### src/rtl/stage3_writeback.sv
// Writeback pipeline register plus 32x32 register file with two bypassed read ports.
// Also keeps a saturating count of committed writes for debug visibility.
module stage3_writeback #(
   parameter int DATA_W = 32,
   parameter int CNT_W  = 16
) (
   input  logic              clk,
   input  logic              reset,
   input  logic [DATA_W-1:0] S2_ALUResult,
   input  logic [4:0]        S2_writeselect,
   input  logic              S2_WriteEnable,
   input  logic [4:0]        S1_readselect1,
   input  logic [4:0]        S1_readselect2,
   output logic [DATA_W-1:0] S1_readData1,
   output logic [DATA_W-1:0] S1_readData2,
   output logic [DATA_W-1:0] S3_ALUResult,
   output logic [4:0]        S3_writeselect,
   output logic              S3_WriteEnable,
   output logic [CNT_W-1:0]  S3_writeCount
);

   localparam int NUM_PORTS = 2;

   logic [31:0][DATA_W-1:0]        rf;
   logic                           commit;
   logic [NUM_PORTS-1:0][4:0]      rsel;
   logic [NUM_PORTS-1:0][DATA_W-1:0] rdata;

   // Index 0 is never written, so the array slot stays at its reset value.
   assign commit = S3_WriteEnable && (S3_writeselect != 5'd0);

   always_ff @(posedge clk or posedge reset) begin
      if (reset) begin
         rf             <= '0;
         S3_ALUResult   <= '0;
         S3_writeselect <= '0;
         S3_WriteEnable <= 1'b0;
         S3_writeCount  <= '0;
      end else begin
         S3_ALUResult   <= S2_ALUResult;
         S3_writeselect <= S2_writeselect;
         S3_WriteEnable <= S2_WriteEnable;
         if (commit) begin
            rf[S3_writeselect] <= S3_ALUResult;
            if (S3_writeCount != {CNT_W{1'b1}})
               S3_writeCount <= S3_writeCount + 1'b1;
         end
      end
   end

   assign rsel = {S1_readselect2, S1_readselect1};

   // Bypass from S3 covers the one-cycle gap before the array holds the value.
   for (genvar p = 0; p < NUM_PORTS; p++) begin : g_rd
      assign rdata[p] = (rsel[p] == 5'd0)                                 ? '0 :
                        (S3_WriteEnable && (S3_writeselect == rsel[p]))   ? S3_ALUResult :
                                                                            rf[rsel[p]];
   end

   assign S1_readData1 = rdata[0];
   assign S1_readData2 = rdata[1];

endmodule
### config.mk
export PLATFORM = sky130hd
export DESIGN_NAME = stage3_writeback
export DESIGN_NICKNAME = d
export VERILOG_FILES = /design/src/rtl/stage3_writeback.sv
export SDC_FILE = /design/constraint.sdc
export NUM_CORES = 2
export LEC_CHECK = 0
export ABC_AREA = 0
export CORE_UTILIZATION = 65
export DETAILED_ROUTE_END_ITERATION = 10
export GPL_ROUTABILITY_DRIVEN = 0
export PLACE_DENSITY_LB_ADDON = 0.05
export SYNTH_ARGS = -nofsm -noshare
export SYNTH_HDL_FRONTEND = slang
export SYNTH_SLANG_ARGS = --single-unit
export TNS_END_PERCENT = 1
### constraint.sdc
create_clock -name clk -period 107.6 [get_ports clk]
set_input_delay 32.28 -clock clk [delete_from_list [all_inputs] [get_ports clk]]
set_output_delay 32.28 -clock clk [all_outputs]
set_load 0.02 [all_outputs]
### After elaboration in Yosys (flattened, before gate mapping)

Cells that the tools add are included.

* register bits after elaboration: 1078
* logic and storage cells: 63
* output and inout bits: 118
* bits of input ports: 50

* eq/ne operators: 3
* muxes and demuxes: 11
* add/sub/neg operators: 1
* magnitude comparators: 4
* reduce and logical (&&, ||, !) cells: 8

Operator list (number)
* $bwmux W1024: 1
* $bmux W32 S5: 2
* $mux W32: 7
* $demux W32 S5: 1
* $lt A5 B6 Y1 const B: 3
* $add A16 B1 Y16 const B: 1
* $ne A16 B16 Y1 const B: 1
* $eq A5 B5 Y1: 2
* $logic_not A5 Y1: 2
* $ge A5 B1 Y1 const B: 1
* $reduce_bool A5 Y1: 1
* $logic_and A1 B1 Y1: 4
* $reduce_and A2 Y1: 1

### Logic depth before layout (Yosys ltp)

* depth in word-level cells: 5
* mapped depth: 10
* depth with buffers taken out: 6

### Worst setup path after synthesis

OpenSTA, ideal clock, no wires.

* path type: input port to output port
* from: in S1_readselect2[0]
* to: out S1_readData2[1]
* path slack: 40.968 ns
* data required time: 75.320 ns
* data arrival time: 34.352 ns
* stages on the path: 9
* buffers on the path: 5
* path through: buf_4 > buf_6 > buf_4 > buf_4 > buf_4 > mux2i_1 > a22oi_1 > a21oi_1 > o311ai_0

* longest elaborated chain between the ends: 4
* elaborated cells between the ends (all ways): 7
* those cells by class: 1 x eq/ne; 4 x mux; 2 x reduce/logical

RTL lines
* from (decl): RTL line 13 `input logic [4:0] S1_readselect2,`
* $bmux W32 S5 or $eq A5 B5 Y1 (tied branches): RTL line 57, 56
* $mux W32 (implied by the code) or $logic_and A1 B1 Y1 (tied branches): RTL line 57, 56
* $mux W32: RTL line 56 `(S3_WriteEnable && (S3_writeselect == rsel[p])) ? S3_ALUResult :`
* $mux W32 *: RTL line 55 `assign rdata[p] = (rsel[p] == 5'd0) ? '0 :`
* to (decl): RTL line 15 `output logic [DATA_W-1:0] S1_readData2,`

Mark *: on every way between the ends. The rest lies on a longest branch, timed or not. The select of a mux whose other input is x is not followed.

### Final worst setup path

* from: in S1_readselect2[1]
* to: out S1_readData2[16]

Same word-level chain as after synthesis.

==> results.md <==
| Result | Value | Unit |
|:---|:---|:---|
| Status | completed | - |
| Cell chain of the critical path | buf_8 -> buf_4 -> buf_4 -> nor2b_2 -> buf_4 -> nand2_1 -> a211oi_1 -> a2111oi_0 -> nor3_1 -> nor3_1 -> clkdlybuf4s50_1 | - |
| HPWL reported at the end of detailed placement | 114.1 | mm |
| Post-cts hold buffer count | 0 | - |
| Antenna violation net count after detailed routing | 0 | - |
| Total die area | 88730 | sq um |
| Port bufs | 167 | - |
| Final worst path period need | 69.19 | ns |
| Net count of the mapped netlist | 4168 | - |
| Path type of the worst min-delay path | register to register | - |
| Layout-stage area growth over the synthesis result | 10.57 | % |
| Max Fanout on Critical Path | 61 | - |
| Number of placement rows | 108 | - |
| Pin count of the biggest net entering global routing | 178 | - |
| Leading cell type in the layout, fill and taps excluded | sky130_fd_sc_hd__dfrtp_1 | - |
| Number of I/O pins | 168 | - |
| Total congestion overflow after global routing | 0 | - |
| Clock tree from TritonCTS | done | - |
| Number of pins with negative max-slew slack in the final report | 0 | - |
| Setup repair after global routing missed its margin | false | - |
| Number of setup buffers added after CTS | 0 | - |
| Sum Neg Setup Slack | 0 | ns |
| Count of fill cells added during filler insertion | 5752 | - |
| Delay of the slowest cell on the worst path | 0.85 | ns |
| Routed WL | 196.4 | mm |
| Number of warnings printed during yosys synthesis | 0 | - |
| Layout cell share with drive strength beyond 1 | 0.4110 | - |
| First-pass GRT wire length | 287.6 | mm |
| Worst Path Buf+Inv | 5 | - |
| Commonest cells after routing, fill and taps aside | sky130_fd_sc_hd__dfrtp_1 (1078), sky130_fd_sc_hd__mux2_2 (1008), sky130_fd_sc_hd__mux2i_1 (351) | - |
| Skew-Pair Late Insertion Delay | 0.72 | ns |
| Leakage Power | 27.65 | nW |
| Clock tree buffer depth | 3 | - |
| Synthesized area per cell | 13.82 | sq um |
| Maxcap violations | 0 | - |
| Critical path data required time | 75.32 | ns |
| Number of antenna violations at the first check in global routing | 2 | - |
| DR DRC count | 0 | - |
| Crit path max-delay cell type | sky130_fd_sc_hd__buf_4 | - |
| Worst Max-Slew Pin Slew | 1.307 | ns |
| Starting Density | 0.6559 | - |
| Number of standard cells in the final layout excluding fillers | 5318 | - |
| Tot GR Track Use | 0.4478 | - |
| Clock network power share | 0.332 | - |
| Sequential share of power | 0.461 | - |
| Synth Register Bits | 1078 | - |
| Die outline height | 297.9 | um |
| FF-to-FF path depth | 5 | - |
| Worst VDD drop | 0.00002029 | V |
| Critical setup path kind | primary input to output pin | - |
| CTS-repair resized insts | 0 | - |
| Part of the total power dissipated in combinational logic | 0.207 | - |
| Data arrival at the endpoint of the critical path | 36.91 | ns |
| Rel. slew slack | 0.1254 | - |
| Overall via count from detail_route | 40940 | - |
| Depth of the worst hold-timing path | 0 | - |
| Total instance count after detailed placement | 5107 | - |
| CTS sink count | 1078 | - |
| Power per Cell Area | 18.70 | nW/um^2 |
| Area of the core | 86750 | sq um |
| Area occupied by multi-input gates | 28210 | sq um |
| Fmax achieved | 14.45 | MHz |
| Switching share of total power | 0.2869 | - |
| Cell internal pwr | 838.9 | uW |
| Die Span X | 297.9 | um |
| Synth async-reset ratio | 1.000 | - |
| Number of nets in the layout | 4116 | - |
| Clock-pin slew reported for the worst setup and hold paths after clock tree synthesis | 0.06 | ns |
| CTS Buf Count | 111 | - |
| Number of global-route vias before repair | 41520 | - |
| Number of distinct library cells after synthesis | 58 | - |
| Net switching power figure | 337.6 | uW |
| FF+latch area | 26980 | sq um |
| Top Family by Delay on Critical Path | buffers and inverters | - |
| Routed wirelength normalized by instance count | 36.93 | um |
| Final period util | 0.6431 | - |
| Total number of H-tree levels | 3 | - |
| Number of flops mapped to enable cells by yosys | 0 | - |
| Avg Vias per Cell | 7.699 | - |
| Final hold viol count | 0 | - |
| Startpoint kind of the worst setup timing path | primary input | - |
| Endpoints failing setup | 0 | - |
| Sequential-to-total area share from yosys stat | 0.4741 | - |
| Post-synthesis cell count | 4117 | - |
| Most frequent CP cell | sky130_fd_sc_hd__buf_4 | - |
| Clock skew after layout | 0.02395 | ns |
| Crit. End Element | output pin | - |
| DR pass1 iterations | 6 | - |
| CTS root buffer | sky130_fd_sc_hd__clkbuf_16 | - |
| Mapped cell area | 56900 | sq um |
| Number of cells on the critical path | 11 | - |
| Initial DRC Count | 5692 | - |
| Most used flip-flop cell after synthesis | sky130_fd_sc_hd__dfrtp_1 | - |
==> worst reg2reg max path: stages (launching register included) <==
cell and delay, ns:
sky130_fd_sc_hd__dfrtp_1 0.83, sky130_fd_sc_hd__nor3_1 0.31, sky130_fd_sc_hd__nor4b_2 0.72, sky130_fd_sc_hd__nand4_1 0.92
sky130_fd_sc_hd__buf_4 0.69, sky130_fd_sc_hd__mux2_2 0.45
==> Yosys cell counts, types with 27 or more instances <==
library cell               instances  area (sq um)
sky130_fd_sc_hd__buf_1            86         322.8
sky130_fd_sc_hd__nand2_1         164         615.6
sky130_fd_sc_hd__a32o_1           31         310.3
sky130_fd_sc_hd__nor3_1           30         150.1
sky130_fd_sc_hd__buf_2           113         565.5
sky130_fd_sc_hd__a211oi_1         71         533.0
sky130_fd_sc_hd__mux2_2         1008         11350
sky130_fd_sc_hd__mux2i_1         351          3513
sky130_fd_sc_hd__clkbuf_1        221         829.6
sky130_fd_sc_hd__nor2_1           73         274.0
sky130_fd_sc_hd__o221ai_1         27         236.5
sky130_fd_sc_hd__a22oi_1          90         675.7
sky130_fd_sc_hd__a21oi_1          74         370.4
sky130_fd_sc_hd__o22ai_1          62         387.9
sky130_fd_sc_hd__dfrtp_1        1078         26980
sky130_fd_sc_hd__o21ai_0          47         235.2
sky130_fd_sc_hd__mux4_2          338          7612
==> power groups by stage <==
stage	clock network [mW]	logic, mW	registers, mW
floorplan	0	0.180	0.526
global placement	0	0.232	0.535
detailed placement	0	0.240	0.545
CTS	0.392	0.241	0.538
global route	0.408	0.257	0.549
finish	0.390	0.244	0.542
==> path summary, 6_finish.rpt <==
| kind | end | start | slack [ns] |
|---|---|---|---|
| setup / recovery | S1_readData2[16] | S1_readselect2[1] | 38.41 |
| hold / removal | rf[0] | rf[0] | 0.39 |
| setup reg to reg | rf[921] | S3_writeselect[3] | 103.55 |
| hold reg to reg | rf[0] | rf[0] | 0.39 |
| max in group asynchronous | rf[19] | reset | 71.78 |
| min in group asynchronous | rf[1] | reset | 32.13 |
==> layer usage <==
layer / GRT usage / up-vias / part of all wire
met5: 0 / - / 0
met4: 0.2672 / 0 / 0.067
met3: 0.1445 / 778 / 0.13
met2: 0.6485 / 3100 / 0.44
met1: 0.5944 / 21490 / 0.37
li1: - / 15570 / -
==> logic make-up (layout without fill, tap and decap cells) <==
logic type	count (synthesis)	after routing	share of synthesized area
compound gates	486	486	0.06104
xor+xnor	24	24	0.003694
fa+ha+maj	1	1	0.0002199
buf+inv	452	493	0.03404
flops	1078	1078	0.4741
mux	1703	1703	0.3962
other cells	0	5	0
simple gates	373	373	0.03072
==> area by class of cell <==
class                   instances  share of cell area
diodes                          5           0.0001989
inverters                       6           0.0004773
flip-flops and latches       1078              0.4288
clock inverters                40            0.005429
clock buffers                 166             0.05292
well taps                    1155             0.02297
multi-input cells            2587              0.4483
repair buffers                281             0.04091
==> sequential cells by signal (all words and copies together) (netlist names) <==
name / cells
S3_ALUResult: 32
S3_WriteEnable: 1
S3_writeCount: 16
S3_writeselect: 5
rf: 1024
==> stage by stage <==
stage	power (mW)	util	instance area, sq um	worst slack [ns]	hold slack [ns]
floorplan	0.7062	-	56900	40.97	0.4413
global placement	0.7673	0.6828	59230	38.52	0.3771
detailed placement	0.7847	0.6828	59230	38.54	0.3836
CTS	1.171	0.7251	62900	38.52	0.3968
global route	1.214	0.7251	62900	38.24	0.4052
finish	1.177	0.7252	62920	38.41	0.3948
(Power assumes the default switching activity.)
